===== config.mk =====
export PLATFORM = sky130hd
export DESIGN_NAME = ualink_input_arbiter
export DESIGN_NICKNAME = d
export VERILOG_FILES = /design/src/rtl/ualink_input_arbiter.sv
export SDC_FILE = /design/constraint.sdc
export NUM_CORES = 1
export LEC_CHECK = 0
export BUFFER_PORTS_ARGS = -buffer_cell sky130_fd_sc_hd__buf_2
export CORE_AREA = 2 2 473 475
export CTS_BUF_LIST = sky130_fd_sc_hd__clkbuf_16
export DETAILED_ROUTE_END_ITERATION = 8
export DIE_AREA = 0 0 475 477
export PLACE_DENSITY_LB_ADDON = 0.15
export SYNTH_ARGS = -nofsm -noshare
export SYNTH_HDL_FRONTEND = slang
export SYNTH_SLANG_ARGS = --single-unit
export TNS_END_PERCENT = 30

===== constraint.sdc =====
create_clock -name axi_aclk -period 5 [get_ports axi_aclk]
set_input_delay 1 -clock axi_aclk [delete_from_list [all_inputs] [get_ports axi_aclk]]
set_output_delay 1 -clock axi_aclk [all_outputs]
set_load 0.02 [all_outputs]

===== src/rtl/ualink_input_arbiter.sv =====
// rtl/ualink_input_arbiter.sv - packet-granular round-robin merge of five AXI-Stream ingress ports
// Defining ARB_PKT_CNT_EN adds per-port 32-bit completed-packet counters (pkt_cnt_0..4).
module ualink_input_arbiter #(
    parameter int C_M_AXIS_DATA_WIDTH  = 64,
    parameter int C_S_AXIS_DATA_WIDTH  = 64,
    parameter int C_M_AXIS_TUSER_WIDTH = 128,
    parameter int C_S_AXIS_TUSER_WIDTH = 128,
    parameter int NUM_PORTS            = 5
) (
    input  logic                              axi_aclk,
    input  logic                              reset,
    input  logic [C_S_AXIS_DATA_WIDTH-1:0]    s_axis_tdata_0,
    input  logic [C_S_AXIS_TUSER_WIDTH-1:0]   s_axis_tuser_0,
    input  logic [C_S_AXIS_DATA_WIDTH/8-1:0]  s_axis_tstrb_0,
    input  logic                              s_axis_tvalid_0,
    input  logic                              s_axis_tlast_0,
    output logic                              s_axis_tready_0,
    input  logic [C_S_AXIS_DATA_WIDTH-1:0]    s_axis_tdata_1,
    input  logic [C_S_AXIS_TUSER_WIDTH-1:0]   s_axis_tuser_1,
    input  logic [C_S_AXIS_DATA_WIDTH/8-1:0]  s_axis_tstrb_1,
    input  logic                              s_axis_tvalid_1,
    input  logic                              s_axis_tlast_1,
    output logic                              s_axis_tready_1,
    input  logic [C_S_AXIS_DATA_WIDTH-1:0]    s_axis_tdata_2,
    input  logic [C_S_AXIS_TUSER_WIDTH-1:0]   s_axis_tuser_2,
    input  logic [C_S_AXIS_DATA_WIDTH/8-1:0]  s_axis_tstrb_2,
    input  logic                              s_axis_tvalid_2,
    input  logic                              s_axis_tlast_2,
    output logic                              s_axis_tready_2,
    input  logic [C_S_AXIS_DATA_WIDTH-1:0]    s_axis_tdata_3,
    input  logic [C_S_AXIS_TUSER_WIDTH-1:0]   s_axis_tuser_3,
    input  logic [C_S_AXIS_DATA_WIDTH/8-1:0]  s_axis_tstrb_3,
    input  logic                              s_axis_tvalid_3,
    input  logic                              s_axis_tlast_3,
    output logic                              s_axis_tready_3,
    input  logic [C_S_AXIS_DATA_WIDTH-1:0]    s_axis_tdata_4,
    input  logic [C_S_AXIS_TUSER_WIDTH-1:0]   s_axis_tuser_4,
    input  logic [C_S_AXIS_DATA_WIDTH/8-1:0]  s_axis_tstrb_4,
    input  logic                              s_axis_tvalid_4,
    input  logic                              s_axis_tlast_4,
    output logic                              s_axis_tready_4,
    output logic [C_M_AXIS_DATA_WIDTH-1:0]    m_axis_tdata,
    output logic [C_M_AXIS_TUSER_WIDTH-1:0]   m_axis_tuser,
    output logic [C_M_AXIS_DATA_WIDTH/8-1:0]  m_axis_tstrb,
    output logic                              m_axis_tvalid,
    output logic                              m_axis_tlast,
    input  logic                              m_axis_tready,
    output logic [2:0]                        grant_port,
    output logic                              busy
`ifdef ARB_PKT_CNT_EN
    ,
    output logic [31:0]                       pkt_cnt_0,
    output logic [31:0]                       pkt_cnt_1,
    output logic [31:0]                       pkt_cnt_2,
    output logic [31:0]                       pkt_cnt_3,
    output logic [31:0]                       pkt_cnt_4
`endif
);

    typedef enum logic {IDLE, PKT} state_t;

    state_t state, state_n;
    logic [2:0] rr_ptr, rr_n, grant_n, sel, idx;
    logic       found, xfer_last;

    logic [C_S_AXIS_DATA_WIDTH-1:0]   s_tdata [NUM_PORTS];
    logic [C_S_AXIS_TUSER_WIDTH-1:0]  s_tuser [NUM_PORTS];
    logic [C_S_AXIS_DATA_WIDTH/8-1:0] s_tstrb [NUM_PORTS];
    logic [NUM_PORTS-1:0]             s_tvalid, s_tlast, s_tready;

    assign s_tdata = '{s_axis_tdata_0, s_axis_tdata_1, s_axis_tdata_2, s_axis_tdata_3, s_axis_tdata_4};
    assign s_tuser = '{s_axis_tuser_0, s_axis_tuser_1, s_axis_tuser_2, s_axis_tuser_3, s_axis_tuser_4};
    assign s_tstrb = '{s_axis_tstrb_0, s_axis_tstrb_1, s_axis_tstrb_2, s_axis_tstrb_3, s_axis_tstrb_4};
    assign s_tvalid = {s_axis_tvalid_4, s_axis_tvalid_3, s_axis_tvalid_2, s_axis_tvalid_1, s_axis_tvalid_0};
    assign s_tlast  = {s_axis_tlast_4, s_axis_tlast_3, s_axis_tlast_2, s_axis_tlast_1, s_axis_tlast_0};

    assign s_axis_tready_0 = s_tready[0];
    assign s_axis_tready_1 = s_tready[1];
    assign s_axis_tready_2 = s_tready[2];
    assign s_axis_tready_3 = s_tready[3];
    assign s_axis_tready_4 = s_tready[4];

    function automatic logic [2:0] next_port(input logic [2:0] p);
        return (p == 3'(NUM_PORTS - 1)) ? 3'd0 : p + 3'd1;
    endfunction

    // First requester at or after rr_ptr, wrapping around the port ring
    always_comb begin
        found = 1'b0;
        sel   = rr_ptr;
        idx   = rr_ptr;
        for (int i = 0; i < NUM_PORTS; i++) begin
            if (!found && s_tvalid[idx]) begin
                found = 1'b1;
                sel   = idx;
            end
            idx = next_port(idx);
        end
    end

    always_comb begin
        busy          = (state == PKT);
        m_axis_tdata  = s_tdata[grant_port];
        m_axis_tuser  = s_tuser[grant_port];
        m_axis_tstrb  = s_tstrb[grant_port];
        m_axis_tvalid = busy && s_tvalid[grant_port];
        m_axis_tlast  = busy && s_tlast[grant_port];
        s_tready      = '0;
        if (busy)
            s_tready[grant_port] = m_axis_tready;
        xfer_last     = m_axis_tvalid && m_axis_tready && m_axis_tlast;
    end

    always_comb begin
        state_n = state;
        grant_n = grant_port;
        rr_n    = rr_ptr;
        case (state)
            IDLE: if (found) begin
                state_n = PKT;
                grant_n = sel;
            end
            PKT: if (xfer_last) begin
                state_n = IDLE;
                rr_n    = next_port(grant_port);
            end
            default: state_n = IDLE;
        endcase
    end

    always_ff @(posedge axi_aclk) begin
        if (reset) begin
            state      <= IDLE;
            grant_port <= 3'd0;
            rr_ptr     <= 3'd0;
        end else begin
            state      <= state_n;
            grant_port <= grant_n;
            rr_ptr     <= rr_n;
        end
    end

`ifdef ARB_PKT_CNT_EN
    logic [31:0] pkt_cnt [NUM_PORTS];

    always_ff @(posedge axi_aclk) begin
        if (reset) begin
            for (int i = 0; i < NUM_PORTS; i++)
                pkt_cnt[i] <= '0;
        end else if (xfer_last) begin
            pkt_cnt[grant_port] <= pkt_cnt[grant_port] + 32'd1;
        end
    end

    assign pkt_cnt_0 = pkt_cnt[0];
    assign pkt_cnt_1 = pkt_cnt[1];
    assign pkt_cnt_2 = pkt_cnt[2];
    assign pkt_cnt_3 = pkt_cnt[3];
    assign pkt_cnt_4 = pkt_cnt[4];
`endif

endmodule


# Yosys cells after proc, flatten, opt, wreduce, memory -nomap -nowiden
# Index checks and enable logic that the tools add are counted.
# Widths: inputs -> output; s select.
# word_totals
output_inout_bits,211
reg_bits,7
word_cells,82
in_bits,1013
# op_classes
eq_ne,5
add_sub_neg,5
order_cmp,8
n_reduce_logical,15
n_mux,43
bitwise_logic,3
# ops
op,n
$bmux 128 s3,1
$mux 128,2
$bmux 64 s3,1
$mux 64,2
$mux 3,9
$bmux 8 s3,1
$lt 3x4->1 const B,6
$bmux 1 s3,7
$mux 8,2
$add 3x1->3 const B,5
$eq 3x3->1 const B,5
$mux 1,15
$logic_and 1x1->1,9
$and 5x5->5,1
$mux 5,1
$ge 4x4->1 const B,1
$logic_not 1->1,4
$not 3->4,1
$reduce_and 2->1,2
$demux 1 s3,1
$ge 3x1->1 const B,1
$pmux 1 s2,1
$not 1->1,1

# Longest topological paths before layout
# Gate-level depths: netlist of the first run.
# logic_depth
ltp_word,17
mapped_depth,19
ltp_nobuf,16

# Worst setup path before layout of the first run
# OpenSTA, ideal clock, no wires.
# synth_timing
path_kind,register to register
startpoint,reg rr_ptr[0]
endpoint,reg grant_port[0]
setup_slack_ns,0.681
synth_period_minus_slack_ns,4.319
path_stages_with_launch,20
n_path_buf,3
t_required_ns,4.886
arrival_ns,4.205
setup_ns,0.114
cell_sequence,dfxtp_1 buf_1 inv_1 ha_1 buf_6 a21oi_1 inv_1 ha_1 o21ai_1 a22o_1 clkbuf_1 inv_1 ha_1 or4_4 a221oi_1 nor4b_1 or2_1 o21ai_2 a221oi_1 a21o_1
# synth_between
elab_chain_cells,16
elab_cells_between_ends,40
cone_classes,add/sub: 4; eq/ne: 4; mux: 23; reduce/logical: 9
# synth_rtl
element,line_no,text
from (decl),63,"logic [2:0] rr_ptr, rr_n, grant_n, sel, idx;"
from (signal assigned),139,rr_ptr <= rr_n;
branches (longest 16 deep; another with $add 3x1->3),n/a,
to (signal assigned),138,grant_port <= grant_n;
to (decl),48,"output logic [2:0] grant_port,"
# Several ways; the timed one is not identified. The select of a mux whose other input is x is not followed.
# A chain may end at the register's enable or synchronous reset.

# Worst setup path after layout of the first run
# layout_timing
startpoint,reg rr_ptr[1]
endpoint,reg grant_port[0]
# The elaborated chain is that of the path after synthesis.

==> results of run 1 <==
where the power goes:
group / leakage, nW / internal (W) / switching (W)
registers: 0.0594 / 0.0000689 / 0.0000935
logic: 7.98 / 0.00213 / 0.00402
clock network: 0.0427 / 0.000104 / 0.0000323
cells by family after synthesis:
kind of cell | Yosys count | share of synthesized area
and+or+nand+nor | 273 | 0.130
xor gates and xnor gates | 1 | 0.000984
adders and majority gates | 9 | 0.0127
AOI/OAI and AO/OA | 460 | 0.303
muxes | 416 | 0.471
buffers and inverters | 153 | 0.0655
DFF | 7 | 0.0157
worst max-delay path: cells and delay by family, from the launching register on:
family	cells	cell delay [ns]
AO/OA/AOI/OAI	7	1.52
adder cells (fa/ha/maj)	3	0.79
buffers and inverters	3	0.33
flip-flops	1	0.52
AND/OR/NAND/NOR	3	0.99
per-stage QoR:
| stage | setup WS [ns] | area, um2 | util | hold WS, ns | cells |
|---|---|---|---|---|---|
| 3_5_place_dp | 0.741 | 18900 | 0.0852 | 0.673 | 5436 |
| 6_report | 0.716 | 19100 | 0.0862 | 0.674 | 5496 |
| 2_1_floorplan | 0.681 | 8900 | - | 0.563 | 1319 |
| 4_1_cts | 0.737 | 18900 | 0.0855 | 0.679 | 5440 |
| 3_3_place_gp | 0.711 | 18900 | 0.0852 | 0.674 | 5436 |
| 5_1_grt | 0.323 | 19000 | 0.0858 | 0.733 | 5460 |
path summary, 6_finish.rpt:
check	end	cells past startpoint
min reg2reg	rr_ptr[1]	2
min	rr_ptr[1]	2
max reg2reg	grant_port[0]	16
max	grant_port[0]	16
synthesized netlist by cell type (4+ instances only):
| master | n | area [um2] |
|---|---|---|
| nor3_1 | 9 | 45.0 |
| a21oi_1 | 212 | 1060 |
| nor2_1 | 214 | 803 |
| o21ai_0 | 10 | 50.1 |
| mux2i_1 | 410 | 4100 |
| nand2_1 | 14 | 52.6 |
| inv_1 | 10 | 37.5 |
| ha_1 | 9 | 113 |
| nand3_1 | 8 | 40.0 |
| o22ai_1 | 201 | 1260 |
| clkbuf_1 | 110 | 413 |
| dfxtp_1 | 7 | 140 |
| nor2b_1 | 5 | 31.3 |
| mux2_2 | 4 | 45.0 |
| buf_1 | 29 | 109 |
layout make-up:
cell class / instances / area (um2) / share of cell area
diodes: 56 / 140 / 0.00734
clock buffers: 3 / 75.1 / 0.00393
clock inverters: 1 / 3.75 / 0.000197
inverters: 12 / 45.0 / 0.00236
multi-input cells: 1159 / 8200 / 0.430
flip-flops and latches: 7 / 151 / 0.00793
well taps: 2975 / 3720 / 0.195
repair buffers: 1283 / 6750 / 0.354
cells in the final DEF, fill, tap and decap left out, types with 2 or more instances in the layout:
cell type  count
mux4_2         2
and3_4         3
mux2_2         4
and2_1         3
dfxtp_4        3
ha_1           9
buf_2       1223
o21a_1         2
a221oi_1       3
a32o_1         2
nand2_1       13
o22ai_1      201
nor3b_1        2
nor2_1       213
diode_2       56
o21ai_0       10
or4_4          2
o211ai_1       2
a211oi_2       3
a22oi_1        2
dfxtp_1        4
a211oi_1       3
a31oi_1        3
a41oi_1        2
clkbuf_16      3
a21oi_1      212
nor3_1         9
and4_1         2
nor4_1         2
inv_1         11
mux2i_1      409
buf_4         46
nor2b_1        5
clkinv_1       2
nand3_1        8
buf_12        14
per-layer routing:
layer,vias to the layer above,wire [um]
li1,7374,-
met1,7534,58000
met2,1150,72500
met3,334,16700
met4,122,3240
met5,-,821
registers in the layout, summed over array words and instances (netlist names):
register,cells
busy,1
grant_port,3
rr_ptr,3
==> summary.txt, run 1 <==
Clock network
  – Worst-Skew Late Latency: about 0.23 ns
  – CTS HTree Levels: 1
  – CTS tree: built
  – CTS Buf Count: 3
  – Max clock buf depth: 2
  – Post-cts hold buffer count: 0
  – Clock-pin slew on the worst setup and hold paths: 0.04 ns
  – Clock root buffer: clkbuf_16
  – Post-CTS Setup Bufs: 0
  – Post-cts resize count: 0
  – Sink Count: 7

Critical path
  – CP endpoint kind: flip-flop
  – Worst Setup Path Type: flip-flop to flip-flop
  – Critical Path Source Type: flip-flop
  – Flop2flop setup slack: about 0.72 ns
  – Crit path from: rr_ptr[1]
  – Critical path data arrival time: between 4 and 5 ns
  – WP data required: slightly above 5 ns
  – Critical path's slowest cell: or4_4
  – Critical path, cell by cell: inv_1 > ha_1 > a21oi_1 > inv_1 > ha_1 > o21ai_1 > a22o_1 > inv_1 > ha_1 > or4_4 > a221oi_1 > nor4b_1 > or2_1 > o21ai_2 > a221oi_1 > a21o_1
  – CP peak stage delay: roughly 0.57 ns
  – Max FO, Critical Path: 9
  – Reg-to-Reg Start: rr_ptr[1]

STA
  – # setup viols final: 0
  – Setup TNS: 0 ns
  – Max Clock Skew: 0.00171 ns
  – Min cycle time layout: about 4.3 ns
  – Transition time of the tightest slew-check pin: 1.12 ns
  – RSZ-0062 raised after global routing: false
  – Fmax: 233 MHz
  – Slew Viols, Final: 0
  – Fin. Hold Viols: 0
  – Max transition margin: 0.234
  – Fin crit share: 0.857

Global route
  – Initial antenna violation count: roughly 250
  – Top Usage Layer GRT: met2
  – Largest net degree at the start of global routing: 127
  – GRT overflow: 0
  – Met2 Usage GRT: 0.220
  – Met3 Resource Use GR: 0.0590
  – Vias in the first global route: ~16,000
  – GRT met1 Usage: 0.138
  – Total GRT Usage: 0.125
  – Global-route wire length before repair: about 180,000 um

Die
  – Core footprint: around 0.22 mm2
  – Starting density of the core: 0.0402
  – Rows: approximately 170
  – Die width: between 400 and 500 um
  – Boundary pin count: ~1,200
  – DIE HEIGHT: between 400 and 500 um
  – Die Area: between 0.2 and 0.25 mm2

Logic synthesis
  – Asr flop ratio synth: 0
  – Post-synth EDFFs: 0
  – Post-synth cell types: 59
  – Top FF cell, synth: dfxtp_1
  – Synthesized cell area: approximately 0.0089 mm2
  – Syn Nets: 2,341
  – FF+latch count, synth: 7
  – Mapped Avg Cell Area: just under 7 um2
  – Yosys warnings: 0
  – Post-synthesis sequential area ratio: 0.0157
  – Cells after Synth: about 1,300

Routing
  – Routed vias/inst: ~3
  – Via Count: approximately 17,000
  – Avg WL per Cell: approximately 28 um
  – DR iter-0 viols: about 680
  – DR DRC count: 0
  – Antenna Violating Nets Remaining: 0
  – Pre-Repair DR Iteration Count: 5
  – Routed WL: around 150,000 um

Min path
  – Hold WC Path Type: flip-flop to flip-flop
  – Min-delay src: rr_ptr[1]

Run status
  – Result of the run: finished, final reports clean

Placement
  – GPL Wtd Cong: 0.872
  – PortBufs: roughly 1,200
  – Dpl hpwl: between 100,000 and 150,000 um

Power and ir drop
  – Design Power: about 0.0064 W
  – Leakage power: between 8 and 9 nW
  – Worst vdd ir: roughly 150 uV
  – Pwr/cell area: approximately 340 mW/mm2

Layout
  – Fill count: about 26,000
  – Area grow syn2layout: 114%
  – Layout cells sized above 1: 0.533
  – Nets: 3,488

Run
  – Max cap viols: 0
(Power assumes the default switching activity.)
==> run 2: changes to the inputs <==
--- a/config.mk
+++ b/config.mk
@@ -6,10 +6,12 @@
 export NUM_CORES = 1
 export LEC_CHECK = 0
 export BUFFER_PORTS_ARGS = -buffer_cell sky130_fd_sc_hd__buf_2
-export CORE_AREA = 2 2 473 475
+export CELL_PAD_IN_SITES_DETAIL_PLACEMENT = 0
+export CELL_PAD_IN_SITES_GLOBAL_PLACEMENT = 2
+export CORE_AREA = 2 2 476 478
 export CTS_BUF_LIST = sky130_fd_sc_hd__clkbuf_16
 export DETAILED_ROUTE_END_ITERATION = 8
-export DIE_AREA = 0 0 475 477
+export DIE_AREA = 0 0 478 480
 export PLACE_DENSITY_LB_ADDON = 0.15
 export SYNTH_ARGS = -nofsm -noshare
 export SYNTH_HDL_FRONTEND = slang
==> summary.txt, run 2 (same netlist as run 1, synthesis figures left out) <==
Run status
  – Result of the run: finished, final reports clean

STA
  – Fmax: 242 MHz (+3.6%)
  – Fin crit share: 0.827 (-0.0297)
  – Transition time of the tightest slew-check pin: 1.08 ns (-0.0376 ns)
  – Fin. Hold Viols: 0 (unchanged)
  – Setup TNS: 0 ns (unchanged)
  – Min cycle time layout: 4.14 ns (-0.149 ns)
  – Max Clock Skew: 0.00161 ns (-0.0000930 ns)
  – RSZ-0062 raised after global routing: false
  – Slew Viols, Final: 0 (unchanged)
  – WHS: 0.708 ns (+0.0333 ns)
  – # setup viols final: 0 (unchanged)
  – Setup slack after layout: 0.865 ns (+0.149 ns)
  – Max transition margin: 0.281 (+0.0463)

Routing
  – Via Count: 15,800 (-4.2%)
  – DR iter-0 viols: 554 (-19%)
  – Routed vias/inst: 2.89 (-3.9%)
  – Routed WL: 144,000 um (-5.0%)
  – Avg WL per Cell: 26.2 um (-4.8%)
  – DR DRC count: 0 (unchanged)
  – Pre-Repair DR Iteration Count: 5 (unchanged)
  – Antenna Violating Nets Remaining: 0 (unchanged)

Min path
  – Hold WC Path Type: flip-flop to flip-flop
  – Hold depth: 3 (+1)
  – Worst Hold End: rr_ptr[1]
  – Min-delay src: rr_ptr[1]

Placement
  – Dpl hpwl: 129,000 um (-7.0%)
  – Post-place setup slack: 0.819 ns (+0.0778 ns)
  – GPL Wtd Cong: 0.810 (-7.1%)
  – PortBufs: 1,223 (unchanged)
  – Placed Cells: 5,448 (+0.22%)

Critical path
  – R2R cell count: 16 (unchanged)
  – CP peak stage delay: 0.57 ns (about the same)
  – Critical path data arrival time: 4.26 ns (-0.14 ns)
  – Critical Path Source Type: flip-flop
  – Reg-to-Reg Start: rr_ptr[0]
  – Worst Setup Path Type: flip-flop to flip-flop
  – Critical path, cell by cell: inv_1 > ha_1 > a21oi_1 > inv_1 > ha_1 > o21ai_1 > a22o_1 > inv_1 > ha_1 > or4_4 > a221oi_1 > nor4b_1 > or2_1 > o21ai_2 > a221oi_1 > a21o_1
  – Critical path's slowest cell: or4_4
  – Crit path from: rr_ptr[0]
  – Max FO, Critical Path: 9 (unchanged)
  – Flop2flop setup slack: 0.86 ns (+0.15 ns)
  – Crit Reg-Reg Endpoint: grant_port[0]
  – WP data required: 5.12 ns (about the same)
  – CP endpoint kind: flip-flop

Power and ir drop
  – Pint: 0.00230 W (about the same)
  – Clock power frac: 0.021 (about the same)
  – Comb power frac: 0.956 (+0.002)
  – Worst vdd ir: 166 uV (+9.5%)
  – Sw power: 0.00410 W (-1.1%)
  – Leakage power: 8.05 nW (-0.40%)
  – Pwr/cell area: 337 mW/mm2 (-0.31%)
  – Switching power share of the total: 0.640 (-0.00239)
  – Sequential share of power: 0.023 (-0.002)

Clock network
  – CTS HTree Levels: 1 (unchanged)
  – CTS tree: built
  – Post-CTS Setup Bufs: 0 (unchanged)
  – Post-cts hold buffer count: 0 (unchanged)
  – CTS Buf Count: 3 (unchanged)
  – Max clock buf depth: 2 (unchanged)
  – Post-cts resize count: 0 (unchanged)
  – Worst-Skew Late Latency: 0.23 ns (about the same)
  – Sink Count: 7 (unchanged)
  – Clock-pin slew on the worst setup and hold paths: 0.04 ns (about the same)
  – Clock root buffer: clkbuf_16

Layout
  – Layout cells sized above 1: 0.531 (-0.00136)
  – Final Non-Filler Cells: 5,483 (-0.24%)
  – Most common cell after layout, fill and taps aside: buf_2
  – Commonest non-fill, non-tap cells in the layout: buf_2 (1,223), mux2i_1 (410), nor2_1 (213), a21oi_1 (212), o22ai_1 (201)
  – Post-layout util: 0.0848 (-0.00136)
  – Nets: 3,483 (-0.14%)
  – Area grow syn2layout: 113%

Run
  – Max cap viols: 0 (unchanged)

Global route
  – Largest net degree at the start of global routing: 113 (-11%)
  – Vias in the first global route: 16,700 (+1.7%)
  – GRT overflow: 0 (unchanged)
  – Global-route wire length before repair: 180,000 um (-2.3%)
  – Total GRT Usage: 0.118 (-0.00734)
  – Initial antenna violation count: 177 (-28%)

Die
  – Boundary pin count: 1,224 (unchanged)
  – Core footprint: 0.224 mm2 (+1.2%)
  – Die Area: 0.229 mm2 (+1.3%)
  – DIE HEIGHT: 480 um (+0.63%)
  – Die width: 478 um (+0.63%)
  – Starting density of the core: 0.0397 (-0.000464)
  – Rows: 174 (+0.58%)
## run 2: how the worst max path moves through the flow
stage / to / slack, ns
4_1_cts: grant_port[0] / 0.80
6_report: grant_port[0] / 0.86
2_1_floorplan: grant_port[0] / 0.68
3_5_place_dp: grant_port[0] / 0.82
5_1_grt: grant_port[0] / 0.47
3_3_place_gp: grant_port[1] / 0.89
## run 2: routing by layer
metal / up-vias / track usage / routed length (um)
li1: 7340 / - / -
met1: 7136 / 0.136 / 56700
met2: 938 / 0.212 / 70400
met3: 276 / 0.0477 / 13700
met4: 136 / 0.00796 / 1930
met5: - / 0 / 888
## run 2: metrics by stage
| stage | total power (W) | cell area, um2 |
|---|---|---|
| after floorplan | 0.00359 | 8900 |
| after global placement | 0.00654 | 18800 |
| after detailed placement | 0.00646 | 18800 |
| after CTS | 0.00662 | 18900 |
| after global routing | 0.00691 | 18900 |
| final | 0.00640 | 19000 |
## run 2: layout make-up
type / instances / area [um2]
antenna: 31 / 77.6
clock buffer: 3 / 75.1
clock inverter: 1 / 3.75
fill: 26600 / 205000
inverter: 12 / 45.0
multi-input combinational: 1159 / 8190
sequential: 7 / 151
tap: 2992 / 3740
timing repair buffer: 1278 / 6710
## run 2: critical path: cells and delay by family, from the launching register on
family	cells	cell delay (ns)
adders and majority gates	3	0.81
AOI/OAI and AO/OA	7	1.62
buffers and inverters	3	0.28
DFF	1	0.32
and+or+nand+nor	3	1.00
## run 2: power by group through the flow
stage          clock network, W  logic (W)  registers [W]
6_report               0.000135    0.00612       0.000144
5_1_grt                0.000144    0.00661       0.000151
4_1_cts                0.000139    0.00633       0.000151
3_5_place_dp                  0    0.00631       0.000151
3_3_place_gp                  0    0.00639       0.000152
2_1_floorplan                 0    0.00350      0.0000865
==> run 3: changes to the inputs <==
--- a/config.mk
+++ b/config.mk
@@ -8,10 +8,10 @@
 export BUFFER_PORTS_ARGS = -buffer_cell sky130_fd_sc_hd__buf_2
 export CELL_PAD_IN_SITES_DETAIL_PLACEMENT = 0
 export CELL_PAD_IN_SITES_GLOBAL_PLACEMENT = 2
-export CORE_AREA = 2 2 476 478
+export CORE_AREA = 2 2 481 483
 export CTS_BUF_LIST = sky130_fd_sc_hd__clkbuf_16
 export DETAILED_ROUTE_END_ITERATION = 8
-export DIE_AREA = 0 0 478 480
+export DIE_AREA = 0 0 483 485
 export PLACE_DENSITY_LB_ADDON = 0.15
 export SYNTH_ARGS = -nofsm -noshare
 export SYNTH_HDL_FRONTEND = slang
==> constraint.sdc (replaced) <==
create_clock -name axi_aclk -period 3.3 [get_ports axi_aclk]
set_input_delay 0.66 -clock axi_aclk [delete_from_list [all_inputs] [get_ports axi_aclk]]
set_output_delay 0.66 -clock axi_aclk [all_outputs]
set_load 0.02 [all_outputs]
==> summary.txt, run 3 (same netlist as run 1, synthesis figures left out) <==
Run status
  – Result of the run: finished with violations
  – Violated checks: setup timing

Clock network
  – Clock-pin slew on the worst setup and hold paths: 0.04 ns (about the same)
  – CTS Buf Count: 3 (unchanged)
  – CTS HTree Levels: 1 (unchanged)
  – CTS tree: built
  – Worst-Skew Late Latency: 0.23 ns (about the same)
  – Sink Count: 7 (unchanged)
  – Max clock buf depth: 2 (unchanged)
  – Clock root buffer: clkbuf_16
  – Post-cts hold buffer count: 0 (unchanged)

Critical path
  – Critical path data arrival time: 3.57 ns (-0.69 ns)
  – CP peak stage delay: 0.57 ns (about the same)
  – Critical Path Source Type: flip-flop
  – WP data required: 3.45 ns (-1.67 ns)
  – Critical path, cell by cell: inv_6 > ha_4 > a21oi_4 > inv_1 > ha_2 > buf_4 > o21ai_2 > a22o_1 > inv_2 > ha_2 > or4_4 > a221o_1 > a211oi_2 > or2_4 > o21ai_4 > o21a_1 > a211oi_2
  – CP endpoint kind: flip-flop
  – Max FO, Critical Path: 5 (-4)
  – Crit path max-delay family: compound AO/OA/AOI/OAI gates
  – Crit path buf inv count: 4 (+1)
  – Worst Setup Path Type: flip-flop to flip-flop
  – Critical path's slowest cell: or4_4

Global route
  – GRT met1 Usage: 0.144 (+0.00879)
  – Total GRT Usage: 0.127 (+0.00868)
  – Met2 Usage GRT: 0.228 (+0.0166)
  – Top Usage Layer GRT: met2
  – Initial antenna violation count: 235 (+33%)
  – GRT overflow: 0 (unchanged)
  – Global-route wire length before repair: 195,000 um (+8.6%)
  – Met3 Resource Use GR: 0.0520 (+0.00436)
  – Vias in the first global route: 17,100 (+2.8%)
  – Largest net degree at the start of global routing: 105 (-7.1%)

Layout
  – Fill count: 27,300 (+2.5%)
  – Post-layout util: 0.0869 (+0.00209)
  – Area grow syn2layout: 124%
  – Most common cell after layout, fill and taps aside: buf_2
  – Finished Cell Area: 0.0199 mm2 (+4.7%)
  – Layout cells sized above 1: 0.551 (+0.0200)
  – Commonest non-fill, non-tap cells in the layout: buf_2 (1,217), mux2i_1 (410), nor2_1 (213), a21oi_1 (211), o22ai_1 (201)
  – Nets: 3,548 (+1.9%)

Placement
  – Post-place setup slack: -0.299 ns (-1.12 ns)
  – GPL Wtd Cong: 0.794 (-2.0%)
  – Dpl hpwl: 141,000 um (+9.3%)
  – Placed cell area: 0.0196 mm2 (+4.1%)
  – PortBufs: 1,223 (unchanged)

STA
  – # setup viols final: 4 (+4)
  – Fmax: 292 MHz (+21%)
  – Min cycle time layout: 3.43 ns (-0.708 ns)
  – Fin. Hold Viols: 0 (unchanged)
  – Max transition margin: 0.360 (+0.0794)
  – Transition time of the tightest slew-check pin: 0.960 ns (-0.119 ns)
  – Setup slack after layout: -0.128 ns (-0.992 ns)
  – RSZ-0062 raised after global routing: true
  – Slew Viols, Final: 0 (unchanged)
  – Max Clock Skew: 0.00136 ns (-0.000258 ns)
  – Fin crit share: 1.04 (+0.212)

Die
  – DIE HEIGHT: 485 um (+1.0%)
  – Die Area: 0.234 mm2 (+2.1%)
  – Starting density of the core: 0.0389 (-0.000867)
  – Core footprint: 0.229 mm2 (+2.2%)
  – Boundary pin count: 1,224 (unchanged)
  – Rows: 176 (+1.1%)
  – Die width: 483 um (+1.0%)

Power and ir drop
  – Pwr/cell area: 513 mW/mm2 (+52%)
  – Leakage power: 8.47 nW (+5.2%)
  – Worst vdd ir: 240 uV (+45%)

Routing
  – DR iter-0 viols: 672 (+21%)
  – Antenna Violating Nets Remaining: 0 (unchanged)
  – Routed WL: 155,000 um (+8.1%)
  – Routed vias/inst: 2.92 (+1.1%)
  – Pre-Repair DR Iteration Count: 4 (-1)
  – Avg WL per Cell: 27.7 um (+5.9%)
  – DR DRC count: 0 (unchanged)
  – Via Count: 16,300 (+3.2%)

Run
  – Max cap viols: 0 (unchanged)

Min path
  – Hold WC Path Type: flip-flop to flip-flop
run 3: cell count changes in the layout (fill, tap and decap cells not counted), sizes merged:
cell and change:
diode +15, buf +65
run 3: final cells by class:
class	instances	area (um2)	share of cell area
clock buffer	3	75.1	0.00377
clock inverter	1	3.75	0.000189
antenna	46	115	0.00578
inverter	12	50.0	0.00251
multi-input combinational	1159	8300	0.417
tap	3026	3790	0.190
timing repair buffer	1343	7420	0.373
sequential	7	156	0.00786
run 3: tightest hold or removal path: cells and delay by family, from the launching register on:
| kind | cells | cell delay (ns) |
|---|---|---|
| AOI/OAI and AO/OA | 1 | 0.17 |
| DFF | 1 | 0.41 |
| and+or+nand+nor | 1 | 0.05 |
run 3: per-layer routing:
| layer | part of all wire | wire [um] |
|---|---|---|
| met2 | 0.49 | 76300 |
| met3 | 0.097 | 15100 |
| met5 | 0.0052 | 804 |
| met1 | 0.39 | 60900 |
| met4 | 0.014 | 2210 |
run 3: stage by stage:
stage | power (W) | std cells | setup TNS (ns) | hold slack [ns]
final | 0.0102 | 5597 | -0.339 | 0.673
after CTS | 0.0106 | 5551 | -0.370 | 0.686
after floorplan | 0.00546 | 1319 | -0.792 | 0.563
after global placement | 0.0104 | 5545 | -1.13 | 0.699
after detailed placement | 0.0103 | 5545 | -1.02 | 0.677
after global routing | 0.0111 | 5562 | -0.969 | 0.709
run 3: final timing paths:
check | slack, ns | depth (start not counted) | startpoint | to
max | -0.13 | 17 | rr_ptr[0] | grant_port[2]
min | 0.67 | 2 | busy | busy
max reg2reg | -0.13 | 17 | rr_ptr[0] | grant_port[2]
min reg2reg | 0.67 | 2 | busy | busy
run 3: timing repair:
| action | 4_1_cts | 5_1_grt |
|---|---|---|
| endpoints found under the setup margin | 4 | 4 |
| setup buffers | 4 | 0 |
| resized for setup | 16 | 0 |
| pin swaps | 10 | 1 |
run 3: where the power goes:
group          internal, W  switching (W)
clock network     0.000158      0.0000481
logic              0.00361        0.00620
registers         0.000105      0.0000894
